===== src/rtl/ps4_pkg.sv =====
// Shared types and helpers for the 4-way req/en -> gnt requester.
package ps4_pkg;

  localparam int NUM_CH = 4;

  typedef enum logic {ARB = 1'b0, XFER = 1'b1} req_state_t;

  typedef logic [1:0] ch_idx_t;

  function automatic logic is_onehot(input logic [NUM_CH-1:0] v);
    return (v != '0) && ((v & (v - NUM_CH'(1))) == '0);
  endfunction

  function automatic ch_idx_t onehot_to_idx(input logic [NUM_CH-1:0] v);
    ch_idx_t idx;
    idx = '0;
    for (int i = 0; i < NUM_CH; i++) begin
      if (v[i]) idx = ch_idx_t'(i);
    end
    return idx;
  endfunction

endpackage


===== src/rtl/ps4_pend_ctr.sv =====
// Saturating pending-job counter for one channel, with a sticky drop flag.
module ps4_pend_ctr
  import ps4_pkg::*;
#(
  parameter int CNT_W = 3
) (
  input  logic             clock,
  input  logic             reset_n,
  input  logic             inc_i,
  input  logic             dec_i,
  output logic [CNT_W-1:0] cnt_o,
  output logic             ovf_o
);

  localparam logic [CNT_W-1:0] CNT_MAX = '1;

  logic [CNT_W-1:0] cnt_q, cnt_d;
  logic             ovf_q, ovf_d;

  // A push and a grant in the same cycle cancel, so saturation only drops pure pushes.
  always_comb begin
    cnt_d = cnt_q;
    ovf_d = ovf_q;
    if (inc_i && !dec_i) begin
      if (cnt_q == CNT_MAX) ovf_d = 1'b1;
      else                  cnt_d = cnt_q + 1'b1;
    end else if (dec_i && !inc_i && (cnt_q != '0)) begin
      cnt_d = cnt_q - 1'b1;
    end
  end

  always_ff @(posedge clock or negedge reset_n) begin
    if (!reset_n) begin
      cnt_q <= '0;
      ovf_q <= 1'b0;
    end else begin
      cnt_q <= cnt_d;
      ovf_q <= ovf_d;
    end
  end

  assign cnt_o = cnt_q;
  assign ovf_o = ovf_q;

endmodule


===== src/rtl/ps4_requester.sv =====
// Initiator for a 4-way priority selector: queues jobs per channel, requests,
// and runs a fixed-length transfer for each granted channel.
module ps4_requester
  import ps4_pkg::*;
#(
  parameter int CNT_W    = 3,
  parameter int XFER_LEN = 4
) (
  input  logic              clock,
  input  logic              reset_n,
  input  logic [NUM_CH-1:0] push,
  input  logic [NUM_CH-1:0] gnt,
  output logic [NUM_CH-1:0] req,
  output logic              en,
  output logic              xfer_valid,
  output ch_idx_t           xfer_ch,
  output logic              xfer_last,
  output logic              busy,
  output logic [NUM_CH-1:0] overflow,
  output logic              err_gnt
);

  localparam int BEAT_W = (XFER_LEN > 1) ? $clog2(XFER_LEN) : 1;
  localparam logic [BEAT_W-1:0] LAST_BEAT = BEAT_W'(XFER_LEN - 1);

  req_state_t  state_q, state_d;
  logic [BEAT_W-1:0] beat_q, beat_d;
  ch_idx_t     ch_q, ch_d;
  logic        err_q, err_d;

  logic [NUM_CH-1:0][CNT_W-1:0] pend;
  logic [NUM_CH-1:0]            req_arb;
  logic [NUM_CH-1:0]            dec;
  logic                         en_arb;
  logic                         grant_ok;
  logic                         gnt_bad;

  for (genvar i = 0; i < NUM_CH; i++) begin : g_ch
    ps4_pend_ctr #(.CNT_W(CNT_W)) u_pend (
      .clock  (clock),
      .reset_n(reset_n),
      .inc_i  (push[i]),
      .dec_i  (dec[i]),
      .cnt_o  (pend[i]),
      .ovf_o  (overflow[i])
    );
    assign req_arb[i] = (pend[i] != '0);
  end

  assign en_arb = |req_arb;

  // gnt only means something while we are actually enabling the selector.
  assign grant_ok = (state_q == ARB) && en_arb && is_onehot(gnt) && ((gnt & req_arb) != '0);
  assign gnt_bad  = (state_q == ARB) && en_arb && (gnt != '0) && !grant_ok;
  assign dec      = grant_ok ? gnt : '0;

  always_ff @(posedge clock or negedge reset_n) begin
    if (!reset_n) begin
      state_q <= ARB;
      beat_q  <= '0;
      ch_q    <= '0;
      err_q   <= 1'b0;
    end else begin
      state_q <= state_d;
      beat_q  <= beat_d;
      ch_q    <= ch_d;
      err_q   <= err_d;
    end
  end

  always_comb begin
    state_d = state_q;
    beat_d  = beat_q;
    ch_d    = ch_q;
    err_d   = err_q | gnt_bad;
    unique case (state_q)
      ARB: begin
        if (grant_ok) begin
          state_d = XFER;
          ch_d    = onehot_to_idx(gnt);
          beat_d  = '0;
        end
      end
      XFER: begin
        // Straight back to ARB after the last beat, no idle cycle.
        if (beat_q == LAST_BEAT) begin
          state_d = ARB;
          beat_d  = '0;
        end else begin
          beat_d  = beat_q + 1'b1;
        end
      end
    endcase
  end

  always_comb begin
    req        = '0;
    en         = 1'b0;
    busy       = 1'b0;
    xfer_valid = 1'b0;
    xfer_ch    = '0;
    xfer_last  = 1'b0;
    unique case (state_q)
      ARB: begin
        req = req_arb;
        en  = en_arb;
      end
      XFER: begin
        busy       = 1'b1;
        xfer_valid = 1'b1;
        xfer_ch    = ch_q;
        xfer_last  = (beat_q == LAST_BEAT);
      end
    endcase
  end

  assign err_gnt = err_q;

endmodule


===== config.mk =====
export PLATFORM = sky130hd
export DESIGN_NAME = ps4_requester
export DESIGN_NICKNAME = d
export VERILOG_FILES = /design/src/rtl/ps4_pkg.sv /design/src/rtl/ps4_pend_ctr.sv /design/src/rtl/ps4_requester.sv
export SDC_FILE = /design/constraint.sdc
export NUM_CORES = 1
export LEC_CHECK = 0
export ABC_CLOCK_PERIOD_IN_PS = 4100
export BUFFER_PORTS_ARGS = -buffer_cell sky130_fd_sc_hd__buf_2
export CORE_UTILIZATION = 45
export DETAILED_ROUTE_END_ITERATION = 10
export PLACE_DENSITY_LB_ADDON = 0.25
export SYNTH_ARGS = -nofsm -noshare
export SYNTH_HDL_FRONTEND = slang
export SYNTH_SLANG_ARGS = --single-unit

===== constraint.sdc =====
create_clock -name clock -period 4.1 [get_ports clock]
set_input_delay 0.82 -clock clock [delete_from_list [all_inputs] [get_ports clock]]
set_output_delay 0.82 -clock clock [all_outputs]
set_load 0.01 [all_outputs]

==> metrics.csv, run 1 <==
stage;metric;value;unit
status;status;completed;
worst_setup_path;reg-to-reg critical path endpoint;g_ch[2].u_pend.cnt_o[2]$_DFFE_PN0P_;
clock_tree;Clock Root Buffer;clkbuf_8;
cells_and_area;Sequential cell area;551;um2
clock_tree;post-CTS sizing;0;
timing;Setup violations, final;0;
timing;final hold violations;0;
routing;vias per inst;5.94;
cells_and_area;Layout area overhead;5.19;%
routing;Iter 0 DRT Violations;64;
cells_and_area;layout cell share with drive strength beyond 1;0.235;
timing;relative slew slack;0.653;
global_routing;first-pass GRT wire length;6390;um
worst_setup_path;max incr delay on CP;0.48;ns
clock_tree;CTS Buffer Depth;2;
die;chip height;64.5;um
placed_design;IO buf count;24;
worst_hold_path;min-delay src;ch_q[0]$_DFFE_PN0P_;
yosys;Syn Inst Count;199;
power;Leakage;0.771;nW
routing;drt wl/cell;14.1;um
worst_setup_path;CP required;4.25;ns
worst_setup_path;Crit. path cell count;9;
yosys;Avg Inst Size Synth;8.85;um2
timing;post-route setup TNS;0;ns
clock_tree;clk slew on worst S/H paths;0.08;ns
timing;Worst Tran Pin Value;0.519;ns
clock_tree;CTS tree;yes;
placed_design;detailed placement HPWL;2560;um
worst_setup_path;Worst path slowest cell;nand4_1;
global_routing;All-Layer GR Usage;0.193;
placed_design;Final Wtd Congestion;0.752;
worst_setup_path;delay-heaviest family, CP;simple AND/OR/NAND/NOR gates;
placed_design;cell area after placement;0.00180;mm2
yosys;#FFs+latches synth;22;
die;DIE WIDTH;64.5;um
cells_and_area;cell area after layout;0.00185;mm2
worst_setup_path;worst setup path endpoint;g_ch[2].u_pend.cnt_o[1]$_DFFE_PN0P_;
worst_setup_path;R2R Setup Slk;1.15;ns
yosys;Post-synth EDFFs;0;
worst_setup_path;Worst setup startpoint;gnt[1];
timing;Max Slew Vio Count;0;
worst_setup_path;Reg-to-Reg Start;g_ch[1].u_pend.cnt_o[0]$_DFFE_PN0P_;
yosys;synthesized net count;214;
die;core footprint;0.00372;mm2
global_routing;initial antenna violation count;0;
die;die area;0.00417;mm2
worst_setup_path;CP startpoint kind;input pin;
yosys;Distinct cells, synth;52;
worst_setup_path;CP Capture Type;register;
flow_run;number of max-cap violations;0;
worst_setup_path;CP cell instances;buf_2 -> or3_1 -> o21ai_4 -> nand4_1 -> nand2_1 -> fa_1 -> mux2_2 -> o22ai_1 -> a211oi_2;
global_routing;vias in the first global route;1384;
power;VDD IR-drop max;0.263;mV
global_routing;maximum number of pins on one net before global-route repair;23;
worst_hold_path;Hold Crit Class;register to register;
yosys;Synth Flop Type;dfrtp_1;
worst_setup_path;WP buf/inv;1;
worst_setup_path;CP Data Arrival Time;3.25;ns
timing;RSZ-0062 raised after global routing;no;
routing;total number of vias;1497;
worst_setup_path;depth of the most critical reg-to-reg path;8;
routing;First-pass DRT Iterations;4;
global_routing;gr ovfl total;0;
yosys;Synthesis Warnings;0;
die;Starting Density;0.474;
clock_tree;post-CTS setup buffers;0;
clock_tree;Num CTS Buffers;3;
cells_and_area;# diodes;0;
timing;clk_skew;0.00380;ns
cells_and_area;fillcell total;348;
yosys;Async SR Flop Fraction;1.00;
cells_and_area;Multi-input gate area;0.00103;mm2
clock_tree;CTS H-tree depth;1;
power;pwr/cell area;758;mW/mm2
worst_setup_path;Critical Path Fanout Max;14;
clock_tree;hold buffers post-CTS;0;
timing;Final min period;3.10;ns
yosys;sequential fraction of the synthesis area;0.313;
placed_design;Placement Setup Slack;0.769;ns
die;row count;22;
yosys;Mapped Area;0.00176;mm2
clock_tree;clk sink count;22;
timing;fin worst setup slack;0.999;ns
routing;DRC;0;
timing;max frequency;322;MHz
routing;Final ANT Viol Nets;0;
worst_setup_path;kind of critical path;input pin to register;
timing;Final Cycle Share;0.756;
routing;overall routed net length;3550;um
cells_and_area;Layout Nets;220;
die;num ports;25;
clock_tree;worst-skew pair later-pin latency;0.27;ns
## through the flow
stage	utilization	power [W]	cells	hold WS (ns)
floorplan	-	0.00114	199	0.442
global placement	0.484	0.00120	248	0.448
detailed placement	0.484	0.00125	248	0.451
CTS	0.498	0.00141	252	0.474
global route	0.498	0.00155	252	0.508
finish	0.498	0.00140	252	0.472
## per-layer routing
metal  vias to the layer above  share of wire  global-route usage
met5                         -              0                   0
met4                         0         0.0082              0.0417
met3                         5          0.034              0.0352
met2                        27           0.48               0.311
met1                       729           0.48               0.268
li1                        736              -                   -
## power by group
part           switching [W]  internal [W]  total, W
combinational       0.000380      0.000339  0.000719
sequential          0.000204      0.000318  0.000522
clock              0.0000763     0.0000858  0.000162
## logic make-up (layout without fill, tap and decap cells)
logic type,Yosys count,count (layout),synth area share
AO/OA/AOI/OAI,54,54,0.237
XOR/XNOR,1,1,0.00498
adder cells (fa/ha/maj),6,6,0.0590
buffers and inverters,32,37,0.101
flip-flops,22,22,0.313
multiplexers,2,2,0.0128
AND/OR/NAND/NOR,82,82,0.273
## cells in the mapped netlist, drive strengths merged (5+ instances only)
| cell | number | area share |
|---|---|---|
| o21ai | 11 | 0.038 |
| nand4 | 5 | 0.037 |
| buf | 16 | 0.065 |
| nand2 | 13 | 0.028 |
| nor3 | 15 | 0.054 |
| nor2 | 16 | 0.034 |
| o31ai | 5 | 0.021 |
| o22ai | 5 | 0.018 |
| clkbuf | 7 | 0.016 |
| dfrtp | 22 | 0.31 |
| a31oi | 6 | 0.021 |
| a211oi | 5 | 0.027 |
| nand3 | 10 | 0.028 |
| inv | 9 | 0.019 |
## tightest hold or removal path, cell delays in order, from the launching register on
cell,delay [ns]
dfrtp_1,0.34
nand2_1,0.04
o21ai_0,0.06
## registers in the layout, summed over array words and instances (netlist names)
signal	cells
beat_q	2
g_ch.u_pend.cnt_o	12
ch_q	2
g_ch.u_pend.ovf_o	4
state_q	1
err_gnt	1
## how the worst min path moves through the flow
stage                               end  cells after the start
floorplan           ch_q[0]$_DFFE_PN0P_                      2
global placement      err_gnt$_DFF_PN0_                      1
detailed placement    err_gnt$_DFF_PN0_                      1
CTS                   err_gnt$_DFF_PN0_                      1
global route          err_gnt$_DFF_PN0_                      1
finish              ch_q[0]$_DFFE_PN0P_                      2
## area by class of cell
cell class / instances / share of cell area
timing repair buffer: 24 / 0.0649
tap: 48 / 0.0324
clock buffer: 4 / 0.0297
inverter: 9 / 0.0182
sequential: 22 / 0.297
multi-input combinational: 145 / 0.557
## cells in the final DEF, fill, tap and decap left out, types with 6 or more instances in the layout
| master | n |
|---|---|
| dfrtp_1 | 22 |
| nor2_1 | 16 |
| inv_1 | 9 |
| a31oi_1 | 6 |
| nor3_1 | 11 |
| nand2_1 | 13 |
| buf_2 | 24 |
| o21ai_0 | 10 |
| nand3_1 | 10 |
Power figures use the tool's default switching activity.
==> run 2: changes to the inputs <==
ABC_CLOCK_PERIOD_IN_PS = 2700   (was 4100)
clock period = 2.7 ns   (was 4.1 ns; I/O delays follow)
==> metrics.csv, run 2 (same netlist as run 1, synthesis figures left out) <==
stage;metric;value;unit;change
global_routing;maximum number of pins on one net before global-route repair;23;;unchanged
global_routing;vias in the first global route;1433;;+3.5%
clock_tree;clk sink count;22;;unchanged
cells_and_area;fillcell total;351;;+0.86%
cells_and_area;# diodes;0;;unchanged
timing;relative slew slack;0.645;;-0.00764
worst_setup_path;reg-to-reg critical path endpoint;g_ch[1].u_pend.cnt_o[1]$_DFFE_PN0P_;;
die;Starting Density;0.474;;unchanged
timing;Max Slew Vio Count;0;;unchanged
worst_setup_path;CP required;2.89;ns;-1.36 ns
worst_setup_path;R2R Setup Slk;0.26;ns;-0.89 ns
routing;total number of vias;1558;;+4.1%
global_routing;initial antenna violation count;0;;unchanged
timing;RSZ-0062 raised after global routing;no;;
global_routing;All-Layer GR Usage;0.194;;+0.00143
global_routing;grt met2 use;0.332;;+0.0211
timing;Worst Tran Pin Value;0.532;ns;+0.0130 ns
cells_and_area;layout cell share with drive strength beyond 1;0.313;;+0.0772
routing;Final ANT Viol Nets;0;;unchanged
cells_and_area;max reg flops;12;;unchanged
routing;Iter 0 DRT Violations;109;;+70%
power;total power;0.00230;W;+64%
worst_setup_path;Critical Path Fanout Max;5;;-9
cells_and_area;Layout Nets;241;;+9.5%
clock_tree;Clock Root Buffer;clkbuf_8;;
timing;max frequency;410;MHz;
status;status;completed;;
die;chip height;64.5;um;unchanged
timing;Setup violations, final;0;;unchanged
placed_design;Final Wtd Congestion;0.798;;+6.2%
power;Sw Share;0.457;;-0.0133
power;Clock Power Share;0.094;;-0.021
global_routing;busiest layer in global routing;met2;;
clock_tree;clk slew on worst S/H paths;0.09;ns;about the same
placed_design;IO buf count;24;;unchanged
power;VDD IR-drop max;0.391;mV;+49%
worst_hold_path;Hold Crit Class;input pin to async pin;;
global_routing;grt met1 use;0.246;;-0.0223
worst_setup_path;Reg-to-Reg Start;g_ch[2].u_pend.cnt_o[2]$_DFFE_PN0P_;;
timing;Final Cycle Share;0.903;;
die;die area;0.00417;mm2;unchanged
cells_and_area;Layout area overhead;14.3;%;
routing;overall routed net length;3770;um;+6.2%
routing;DRC;0;;unchanged
cells_and_area;most common cell after layout, fill and taps aside;buf_2;;
power;Leakage;0.865;nW;+12%
routing;vias per inst;5.73;;-3.6%
die;row count;22;;unchanged
power;switching pwr;0.00105;W;+59%
timing;clk_skew;0.00676;ns;+0.00295 ns
routing;drt wl/cell;13.8;um;-1.6%
clock_tree;CTS tree;yes;;
timing;Final min period;2.44;ns;
worst_setup_path;CP Capture Type;register;;
power;Int Pwr;0.00125;W;+68%
timing;final hold violations;0;;unchanged
placed_design;detailed placement HPWL;2870;um;+12%
global_routing;first-pass GRT wire length;6330;um;-0.97%
worst_setup_path;CP startpoint kind;register;;
global_routing;M3 GR Usage;0.0317;;-0.00352
flow_run;number of max-cap violations;0;;unchanged
die;num ports;25;;unchanged
power;Flop pwr share;0.272;;-0.100
worst_setup_path;kind of critical path;register to register;;
die;core footprint;0.00372;mm2;unchanged
worst_setup_path;depth of the most critical reg-to-reg path;9;;+1
clock_tree;worst-skew pair later-pin latency;0.27;ns;about the same
clock_tree;CTS H-tree depth;1;;unchanged
clock_tree;Num CTS Buffers;3;;unchanged
die;DIE WIDTH;64.5;um;unchanged
power;pwr/cell area;1140;mW/mm2;+51%
timing;post-route setup TNS;0;ns;unchanged
cells_and_area;most frequent cells in the layout;buf_2 (24), dfrtp_1 (22), buf_4 (21);;
global_routing;gr ovfl total;0;;unchanged
clock_tree;CTS Buffer Depth;2;;unchanged
routing;First-pass DRT Iterations;4;;unchanged
worst_setup_path;CP Data Arrival Time;2.62;ns;-0.63 ns
power;Comb pwr share;0.634;;+0.122
[run 2: area by class of cell]
class / count / area [um2] / area share
multi-input cells: 145 / 1050 / 0.521
flip-flops and latches: 22 / 551 / 0.274
repair buffers: 45 / 278 / 0.138
well taps: 48 / 60.1 / 0.0299
clock buffers: 3 / 41.3 / 0.0205
inverters: 9 / 33.8 / 0.0168
[run 2: power groups by stage]
| stage | sequential [W] | clock, W | combinational, W |
|---|---|---|---|
| 4_1_cts | 0.000615 | 0.000221 | 0.00144 |
| 3_5_place_dp | 0.000620 | 0 | 0.00144 |
| 2_1_floorplan | 0.000585 | 0 | 0.00114 |
| 5_1_grt | 0.000650 | 0.000233 | 0.00163 |
| 3_3_place_gp | 0.000616 | 0 | 0.00138 |
| 6_report | 0.000627 | 0.000216 | 0.00146 |
[run 2: worst max-delay path, cell delays in order (launching register included)]
cell	delay [ns]
dfrtp_1	0.44
o31ai_2	0.32
nand4_2	0.15
buf_4	0.19
nand4_2	0.09
nand2_1	0.10
fa_1	0.57
nor3b_2	0.06
o21a_1	0.19
nor4_2	0.24
[run 2: how the worst max path moves through the flow]
stage | from | end | slack, ns | depth (start not counted)
finish | g_ch[2].u_pend.cnt_o[2]$_DFFE_PN0P_ | g_ch[1].u_pend.cnt_o[1]$_DFFE_PN0P_ | 0.26 | 9
CTS | g_ch[2].u_pend.cnt_o[2]$_DFFE_PN0P_ | g_ch[2].u_pend.cnt_o[2]$_DFFE_PN0P_ | 0.18 | 8
global route | g_ch[1].u_pend.cnt_o[0]$_DFFE_PN0P_ | g_ch[0].u_pend.cnt_o[1]$_DFFE_PN0P_ | 0.02 | 9
global placement | gnt[1] | g_ch[1].u_pend.cnt_o[1]$_DFFE_PN0P_ | 0.14 | 9
detailed placement | gnt[1] | g_ch[1].u_pend.cnt_o[1]$_DFFE_PN0P_ | 0.1 | 9
floorplan | gnt[1] | g_ch[2].u_pend.cnt_o[1]$_DFFE_PN0P_ | 0.07 | 9
[run 2: what timing repair did]
action / in CTS / in global routing
hold buffers: 0 / 0
resized for setup: 0 / 3
setup buffers: 0 / 2
endpoints found under the setup margin: 0 / 3
[run 2: through the flow]
| step | cells | hold slack (ns) | instance area (um2) | util | worst slack, ns |
|---|---|---|---|---|---|
| after floorplan | 199 | 0.244 | 1760 | - | 0.0730 |
| after global placement | 267 | 0.452 | 1940 | 0.522 | 0.140 |
| after detailed placement | 267 | 0.447 | 1940 | 0.522 | 0.0954 |
| after CTS | 270 | 0.261 | 1980 | 0.533 | 0.181 |
| after global routing | 272 | 0.267 | 2010 | 0.541 | 0.0164 |
| final | 272 | 0.237 | 2010 | 0.541 | 0.263 |
[run 2: routing by layer]
layer | routed length, um | up-vias
li1 | - | 782
met3 | 116 | 5
met5 | 0 | -
met1 | 1710 | 736
met2 | 1890 | 35
met4 | 55 | 0
